--- src/rtl/scan_doubler.sv ---
// Line-doubling scan converter: captures each input line into a ping-pong buffer and replays it twice at double dot rate.
// Optional build macro SCAN_DOUBLER_SCANLINES_EN blanks the second (repeat) pass for a CRT scanline look.
module scan_doubler #(
  parameter int MAX_PIXELS       = 1024,
  parameter int OUT_HSYNC_PIXELS = 96,
  parameter int OUT_BACK_PORCH   = 48
) (
  input  logic sys_clock_i,
  input  logic sys_reset_i,
  input  logic pix_en_i,
  input  logic out_pix_en_i,
  input  logic video_i,
  input  logic h_sync_i,
  input  logic v_sync_i,
  output logic vga_video_o,
  output logic vga_h_sync_o,
  output logic vga_v_sync_o,
  output logic overflow_o
);

  localparam int AW = $clog2(MAX_PIXELS);
  localparam int CW = $clog2(MAX_PIXELS + OUT_HSYNC_PIXELS + OUT_BACK_PORCH + 1);

  localparam logic [1:0] S_IDLE   = 2'd0;
  localparam logic [1:0] S_ACTIVE = 2'd1;
  localparam logic [1:0] S_SYNC   = 2'd2;
  localparam logic [1:0] S_PORCH  = 2'd3;

  localparam logic [CW-1:0] HS_LAST = CW'(OUT_HSYNC_PIXELS - 1);
  localparam logic [CW-1:0] BP_LAST = CW'(OUT_BACK_PORCH - 1);
  localparam logic [CW-1:0] CNT_ONE = CW'(1);
  localparam logic [AW:0]   ADR_ONE = (AW + 1)'(1);

  // Capture side
  logic          r_hs_prev;
  logic          r_wr_bank;
  logic          r_rd_bank;
  logic [AW:0]   r_wr_addr;
  logic [AW:0]   r_line_len;
  logic          r_overflow;
  logic          w_line_start;
  logic          w_capture;
  logic          w_wr_en;

  // Replay side
  logic [1:0]    r_state;
  logic          r_repeat;
  logic [CW-1:0] r_cnt;
  logic          r_vs;
  logic [CW-1:0] w_len;
  logic [CW-1:0] w_cnt_inc;
  logic          w_pix_on;

  // Line buffer and output pipeline
  logic          r_mem [2*MAX_PIXELS];
  logic          r_rd_data;
  logic          r_p1_valid;
  logic          r_p1_pix_on;
  logic          r_p1_h;
  logic          r_p1_v;
  logic          r_vga_video;
  logic          r_vga_h;
  logic          r_vga_v;

  assign w_line_start = h_sync_i & ~r_hs_prev;
  assign w_capture    = pix_en_i & ~h_sync_i;
  // A pixel arriving with the address already at MAX_PIXELS is dropped, not wrapped.
  assign w_wr_en      = w_capture & ~r_wr_addr[AW];
  assign w_len        = CW'(r_line_len);
  assign w_cnt_inc    = r_cnt + CNT_ONE;

`ifdef SCAN_DOUBLER_SCANLINES_EN
  assign w_pix_on = (r_state == S_ACTIVE) && (r_cnt != w_len) && !r_repeat;
`else
  assign w_pix_on = (r_state == S_ACTIVE) && (r_cnt != w_len);
`endif

  always_ff @(posedge sys_clock_i) begin
    if (sys_reset_i) begin
      r_hs_prev  <= 1'b0;
      r_wr_bank  <= 1'b0;
      r_rd_bank  <= 1'b0;
      r_wr_addr  <= '0;
      r_line_len <= '0;
      r_overflow <= 1'b0;
    end else begin
      r_hs_prev <= h_sync_i;
      if (w_line_start) begin
        r_line_len <= r_wr_addr;
        r_wr_bank  <= ~r_wr_bank;
        r_rd_bank  <= r_wr_bank;
        r_wr_addr  <= '0;
      end else if (w_capture) begin
        if (r_wr_addr[AW]) begin
          r_overflow <= 1'b1;
        end else begin
          r_wr_addr <= r_wr_addr + ADR_ONE;
        end
      end
    end
  end

  // Simple dual-port RAM: write from the capture bank, synchronous read from the replay bank.
  always_ff @(posedge sys_clock_i) begin
    if (w_wr_en) begin
      r_mem[{r_wr_bank, r_wr_addr[AW-1:0]}] <= video_i;
    end
    r_rd_data <= r_mem[{r_rd_bank, r_cnt[AW-1:0]}];
  end

  // A line start always wins, so a new line aborts any replay in progress.
  always_ff @(posedge sys_clock_i) begin
    if (sys_reset_i) begin
      r_state  <= S_IDLE;
      r_repeat <= 1'b0;
      r_cnt    <= '0;
      r_vs     <= 1'b0;
    end else if (w_line_start) begin
      r_state  <= S_ACTIVE;
      r_repeat <= 1'b0;
      r_cnt    <= '0;
      r_vs     <= v_sync_i;
    end else if (out_pix_en_i) begin
      case (r_state)
        S_ACTIVE: begin
          if (r_cnt == w_len || w_cnt_inc == w_len) begin
            r_state <= S_SYNC;
            r_cnt   <= '0;
          end else begin
            r_cnt <= w_cnt_inc;
          end
        end
        S_SYNC: begin
          if (r_cnt == HS_LAST) begin
            r_state <= S_PORCH;
            r_cnt   <= '0;
          end else begin
            r_cnt <= w_cnt_inc;
          end
        end
        S_PORCH: begin
          if (r_cnt == BP_LAST) begin
            r_cnt <= '0;
            if (!r_repeat) begin
              r_state  <= S_ACTIVE;
              r_repeat <= 1'b1;
              r_vs     <= v_sync_i;
            end else begin
              r_state <= S_IDLE;
            end
          end else begin
            r_cnt <= w_cnt_inc;
          end
        end
        default: begin
          r_cnt <= '0;
        end
      endcase
    end
  end

  // Stage 1 lines up with the RAM read; stage 2 drives the pins, two clocks after the strobe.
  always_ff @(posedge sys_clock_i) begin
    if (sys_reset_i) begin
      r_p1_valid  <= 1'b0;
      r_p1_pix_on <= 1'b0;
      r_p1_h      <= 1'b0;
      r_p1_v      <= 1'b0;
      r_vga_video <= 1'b0;
      r_vga_h     <= 1'b0;
      r_vga_v     <= 1'b0;
    end else begin
      r_p1_valid <= out_pix_en_i;
      if (out_pix_en_i) begin
        r_p1_pix_on <= w_pix_on;
        r_p1_h      <= (r_state == S_SYNC);
        r_p1_v      <= r_vs;
      end
      if (r_p1_valid) begin
        r_vga_video <= r_rd_data & r_p1_pix_on;
        r_vga_h     <= r_p1_h;
        r_vga_v     <= r_p1_v;
      end
    end
  end

  assign vga_video_o  = r_vga_video;
  assign vga_h_sync_o = r_vga_h;
  assign vga_v_sync_o = r_vga_v;
  assign overflow_o   = r_overflow;

endmodule

--- config.mk ---
export PLATFORM = sky130hd
export DESIGN_NAME = scan_doubler
export DESIGN_NICKNAME = d
export VERILOG_FILES = /design/src/rtl/scan_doubler.sv
export SDC_FILE = /design/constraint.sdc
export NUM_CORES = 2
export LEC_CHECK = 0
export CELL_PAD_IN_SITES_DETAIL_PLACEMENT = 0
export CELL_PAD_IN_SITES_GLOBAL_PLACEMENT = 1
export CORE_MARGIN = 2
export CORE_UTILIZATION = 54
export CTS_CLUSTER_SIZE = 8
export DETAILED_ROUTE_END_ITERATION = 12
export DONT_BUFFER_PORTS = 1
export HOLD_SLACK_MARGIN = 0.08
export PLACE_DENSITY_LB_ADDON = 0.08
export SLEW_MARGIN = 40
export SYNTH_ARGS = -nofsm -noshare
export SYNTH_HDL_FRONTEND = slang
export SYNTH_SLANG_ARGS = --single-unit
export TNS_END_PERCENT = 20
--- constraint.sdc ---
create_clock -name sys_clock_i -period 3.5 [get_ports sys_clock_i]
set_clock_uncertainty 0.1 [all_clocks]
set_input_delay 0.35 -clock sys_clock_i [delete_from_list [all_inputs] [get_ports sys_clock_i]]
set_output_delay 0.35 -clock sys_clock_i [all_outputs]
set_load 0.02 [all_outputs]
[Word-level counts from Yosys, hierarchy flattened]
Memory sizes are Yosys's and may differ from the RTL's. A register that Yosys moved wholly into a read port is not among the register bits.
Cells that the tools add are included.
Storage, ports and cells
  bits in writable memories: 2048
  memories kept: 1
  bits in registers: 48
  logic and storage cells: 79
  bits of input ports: 7
  output and inout port bits: 4
Memory list
  r_mem: words 2048, bits a word 1, rd ports 1, clocked after Yosys merged registers in 1, write ports 1, line 55  | logic r_mem [2*MAX_PIXELS];
Cells by class
  $add $sub $neg: 2
  muxes and demuxes: 19
  reduce and logical (&&, ||, !) cells: 14
  equality and inequality tests: 15
  bitwise operators: 9
Operators with widths (count)
  two-way mux 11 bit: 4
  case mux 11 bit (3 select lines): 1
  adder 11 x 1 -> 11 bit (second input constant): 2
  equality test 11 bit: 2
  equality test 11 x 6 -> 1 bit (second input constant): 1
  equality test 11 x 7 -> 1 bit (second input constant): 1
  inequality test 11 bit: 1
  two-way mux 1 bit: 10
  AND reduction 5 bit: 2
  two-way mux 2 bit: 3
  inequality test 2 bit (second input constant): 3
  inequality test 3 bit (second input constant): 2
  case mux 2 bit (3 select lines): 1
  AND reduction 3 bit: 2
  nonzero test 2 bit: 3
  inverter 1 bit: 5
  bitwise AND 1 bit: 4
  equality test 2 bit (second input constant): 2
  AND reduction 4 bit: 1
  nonzero test 4 bit: 1
  inequality test 3 x 2 -> 1 bit (second input constant): 1
  nonzero test 3 bit: 1
  equality test 2 x 1 -> 1 bit (second input constant): 1
  inequality test 2 x 1 -> 1 bit (second input constant): 1
  4 further kinds: 4

[Logic depth before layout (Yosys ltp)]
  depth in word-level cells: 7
  depth in mapped cells: 15

[Least setup slack after synthesis]
Ideal clock, no wire load.
  kind: reg-to-reg
  start: register r_cnt[1]
  end: register r_rd_data (read register of r_mem)
  required time: 3265 ps
  cell stages (with the launch flop): 12
  path slack: 623 ps
  arrival: 2642 ps
  cells stage by stage: dfxtp_1 > buf_4 > buf_6 > buf_4 > buf_2 > buf_2 > mux4_2 > mux4_2 > mux2i_1 > nor2_1 > o41ai_1 > a32oi_1
RTL lines
  start: declaration: line 48  | logic [CW-1:0] r_cnt;
  start signal: assignment: line 130  | r_cnt <= w_cnt_inc;
  start signal: assignment: line 138  | r_cnt <= w_cnt_inc;
  start signal: assignment: line 152  | r_cnt <= w_cnt_inc;
  end: declaration: line 56  | logic r_rd_data;

==> metrics list <==
* Result of the run: finished with violations
- Violations in the final reports: negative setup slack
- Net switching is 19.7% of the power.
- After synthesis, the mean cell area works out to 14.3 um^2.
- Die Area: 172,000 um^2
- Clock input transition at the sequential cells of the worst setup and hold paths: 0.05 ns
* Post-layout instance count excluding filler cells: 8,853
* Final critical-path setup slack: -0.00844 ns
- Total count of max-transition violations in the final report: 0
- The congestion estimate from routability-driven global placement came to 0.868.
- Class of the most critical hold timing path: input port to register
- The total area inside the core boundary comes to 167,000 um^2.
- The critical path starts at r_cnt[1].
* Number of unique standard cell types used by synthesis: 77
- Subtracting the final worst setup slack from the clock period gives about 3.5 ns.
- After the first detailed-routing iteration, the DRC count stood at 7,944.
- Sequential share of power: roughly 51%
- Once the floorplan was initialized, standard cells occupied 54.4% of the core.
- Switching power of the nets: between 10 and 15 mW
- The initial antenna violation count is 4.
- The net count of the finished layout is 6,593.
* Internal power: 43.9 mW
- Number of buffers inserted by port buffering: 0
- First-pass GRT wire length: between 400,000 and 500,000 um
* Worst setup slack after placement: -0.459 ns
* Achievable Freq: 285 MHz
- The via count of the first global-routing pass came to roughly 56,000.
* Remaining antenna violation count: 0
- Total number of H-tree levels: 5
- Global routing consumed, over all layers together, 33.7% of the routing resources.
* Cells along the critical path: buf_12 > buf_6 > mux4_2 > a22o_1 > a221oi_2 > a22oi_2 > nand4_1 > nand2_1 > o41ai_4 > a32oi_1
- In this run the vertical extent of the chip is 414 um.
* Clock Tree Buf Depth: 4
- Vias after detailed routing: 57,800
* Combinational power share: 1.4%
- Setup violations remaining at the end of the flow were counted as 1.
- Number of cells in the design after placement: 8,426
- Fill cells in the final layout number 12,500.
- Post-Syn Instances: 6,374
* Buffers & Inverters on Critical Path: 2
- Post-synthesis sequential area ratio: 68.7%
- Fraction of registers with async set/reset: 0%
* Hold violation total from the final report: 0
- In the final layout, the multi-input gates occupy between 20,000 and 30,000 um^2.
- The design draws 54.7 mW.
- CTS Root Cell: sky130_fd_sc_hd__clkbuf_16
- Delay of the slowest cell on the worst path: 0.50 ns
- Clock share of power: 48.1%
- Number of enable-type register cells in the synthesized netlist: 2,048
- The critical path is of the register to register type.
* Dominant synthesized flop cell: sky130_fd_sc_hd__edfxtp_1
- Entering global routing, the biggest net connects 160 pins.
* Syn Nets: ~6,400
- The worst setup path is launched from a register.
* Proportion of layout cells with a drive suffix above 1: around a fifth
- The clock drives 2,097 sinks.
- Measured along the x axis, the die boundary spans between 400 and 500 um.
* Worst-Margin Slew: 1.02 ns
* Post-synthesis register bit count: 2,097
* Critical Path RT: 4.17 ns
- At the later pin of the worst-skew pair, clock insertion delay measures 0.93 ns.
- The worst-case IR drop observed on VDD is 528 uV.
- After detailed placement, the total cell area comes to between 90,000 and 100,000 um^2.
- DRC violations left: 0
- Post-Route Setup TNS: -0.00844 ns
- Crit-path max FO: 28
- In the routed layout, each cell is associated on average with a via count of 6.52.
- Power per cell area: between 500 and 600 nW/um^2
- Critical path data arrival time: about 4.2 ns
* TritonCTS clock tree: built
- Headroom to the max-slew limit came out at 32.3%.
- HPWL after detailed placement: around 160,000 um
- Max-capacitance violation count: 0
- The area growth from synthesis to layout is 15.1%.
* Post-detailed-route wirelength per cell: 32.9 um
* FF-to-FF Start: r_cnt[1]
* Top-level I/O count: 11
- Summed over all layers, the global routing overflow is 0.
* Leakage component of the power: around 32 nW
* Row count: 150
- Router iterations before antenna repair: 8
- The number of clock buffers added by TritonCTS is 312.
- The routed design has 291,000 um of wire.
- The startpoint identified for the worst hold timing path is v_sync_i.
* Post-route cell area: 105,000 um^2
* Total number of yosys warnings: 0
- On the critical path the largest part of the delay comes from compound AO/OA/AOI/OAI gates.
* Share of the clock period used by the worst path: 100%
- Summing every instance area after synthesis gives 90,900 um^2.
- The worst setup path is captured at a register.
- The slowest stage of the critical path is the sky130_fd_sc_hd__dfxtp_4 cell.
- Register area: 62,500 um^2
## power by group through the flow
stage / logic (mW) / clock network, mW / registers, mW
after floorplan: 0.238 / 0 / 28.1
after global placement: 0.710 / 0 / 28.1
final: 0.765 / 26.3 / 27.6
after detailed placement: 0.729 / 0 / 28.1
after CTS: 0.751 / 26.6 / 27.6
after global routing: 0.818 / 27.5 / 27.6
## layout make-up
class / count / area share (%)
diodes: 2 / 0.00478
clock buffers: 375 / 7.79
clock inverters: 5 / 0.0765
inverters: 16 / 0.0610
multi-input cells: 3646 / 24.7
flip-flops and latches: 2097 / 59.7
well taps: 2204 / 2.64
repair buffers: 508 / 5.01
## cells in the final DEF, fill, tap and decap left out, types with 7 or more instances in the layout
master	instances
sky130_fd_sc_hd__mux4_1	27
sky130_fd_sc_hd__o221ai_1	13
sky130_fd_sc_hd__a21oi_1	76
sky130_fd_sc_hd__and3_1	17
sky130_fd_sc_hd__mux2i_1	191
sky130_fd_sc_hd__nand4_1	13
sky130_fd_sc_hd__a22o_1	7
sky130_fd_sc_hd__nand3_1	54
sky130_fd_sc_hd__a31oi_1	15
sky130_fd_sc_hd__o21ai_0	38
sky130_fd_sc_hd__nor2_1	2119
sky130_fd_sc_hd__dlygate4sd3_1	7
sky130_fd_sc_hd__dfxtp_1	44
sky130_fd_sc_hd__clkbuf_16	319
sky130_fd_sc_hd__a22oi_1	67
sky130_fd_sc_hd__buf_12	98
sky130_fd_sc_hd__xnor2_1	12
sky130_fd_sc_hd__buf_6	8
sky130_fd_sc_hd__edfxtp_1	2048
sky130_fd_sc_hd__xor2_1	14
sky130_fd_sc_hd__mux4_2	424
sky130_fd_sc_hd__a211oi_1	27
sky130_fd_sc_hd__nand2_4	32
sky130_fd_sc_hd__a221oi_1	17
sky130_fd_sc_hd__clkbuf_1	58
sky130_fd_sc_hd__o211ai_1	7
sky130_fd_sc_hd__nor4_1	11
sky130_fd_sc_hd__and2_1	15
sky130_fd_sc_hd__nor2b_1	16
sky130_fd_sc_hd__nor3b_1	7
sky130_fd_sc_hd__nand2_1	206
sky130_fd_sc_hd__o22ai_1	60
sky130_fd_sc_hd__buf_4	386
sky130_fd_sc_hd__inv_1	13
sky130_fd_sc_hd__nor3_1	26
## sequential cells by signal, summed over array words and instances, names as in the netlist, 2 cells and up
signal,flops
r_line_len,11
r_mem,2048
r_wr_addr,11
r_cnt,11
r_state,2
## kinds of logic (layout without fill, tap and decap cells)
| family | count (synthesis) | in the layout | synth area share (%) |
|---|---|---|---|
| multiplexers | 648 | 648 | 13.5 |
| AO/OA/AOI/OAI | 395 | 395 | 3.00 |
| adder cells (fa/ha/maj) | 5 | 5 | 0.0688 |
| XOR/XNOR | 26 | 26 | 0.251 |
| other | 0 | 2 | 0 |
| AND/OR/NAND/NOR | 2572 | 2572 | 11.1 |
| buffers and inverters | 631 | 904 | 3.34 |
| flip-flops | 2097 | 2097 | 68.7 |
## layer usage
layer | track usage [%] | vias to the layer above | part of all wire [%]
li1 | - | 23700 | -
met1 | 45.4 | 30300 | 38
met2 | 54.1 | 3089 | 48
met3 | 6.24 | 702 | 9.4
met4 | 14.8 | 8 | 4.8
met5 | 0 | - | 0.015
## cells in the mapped netlist (all sizes together) (7+ instances only)
master   count  share of area, %
a2111oi      7             0.074
a211oi      33              0.28
a21oi       77              0.42
a221oi      18              0.17
a22o         7             0.067
a22oi       68              0.56
a31oi       15              0.10
and2        16              0.11
and3        17              0.12
buf        148               1.3
clkbuf     467               1.9
dfxtp       49               1.1
edfxtp    2048                68
inv         16             0.066
mux2i      191               2.1
mux4       451                11
nand2      242               1.0
nand2b       7             0.048
nand3       55              0.30
nand4       13             0.089
nor2      2124               8.8
nor2b       18              0.12
nor3        29              0.17
nor3b       10             0.083
nor4        11             0.076
o2111ai      7             0.067
o211ai       7             0.058
o21ai       39              0.21
o221ai      13              0.13
o22ai       60              0.41
xnor2       12              0.12
xor2        14              0.13
## final timing paths
| path | endpoint | slack [ns] | cells after the start |
|---|---|---|---|
| worst min-delay path | r_vs | 0.26 | 3 |
| worst max register to register | r_rd_data | -0.008 | 10 |
| worst min register to register | r_line_len[6] | 0.37 | 2 |
| worst max-delay path | r_rd_data | -0.008 | 10 |
## per-stage QoR
step,utilization (%),hold slack (ns)
2_1_floorplan,-,0.336
3_3_place_gp,57.3,0.343
3_5_place_dp,57.3,0.346
4_1_cts,62.3,0.190
5_1_grt,62.6,0.262
6_report,62.6,0.263
## what timing repair did
item / 4_1_cts / 5_1_grt
hold buffers: 7 / 1
pin swaps: 2 / 3
hold endpoints to repair: 140 / 23
buffers inserted: 3 / 31
resized for setup: 15 / 11
setup endpoints to repair: 1 / 3
gates cloned: 1 / 2
## worst reg2reg max path: stages (launching register included)
cell	delay, ns
sky130_fd_sc_hd__dfxtp_4	0.50
sky130_fd_sc_hd__buf_12	0.28
sky130_fd_sc_hd__buf_6	0.38
sky130_fd_sc_hd__mux4_2	0.36
sky130_fd_sc_hd__a22o_1	0.25
sky130_fd_sc_hd__a221oi_2	0.23
sky130_fd_sc_hd__a22oi_2	0.18
sky130_fd_sc_hd__nand4_1	0.25
sky130_fd_sc_hd__nand2_1	0.18
sky130_fd_sc_hd__o41ai_4	0.47
sky130_fd_sc_hd__a32oi_1	0.17
(Power assumes the default switching activity.)
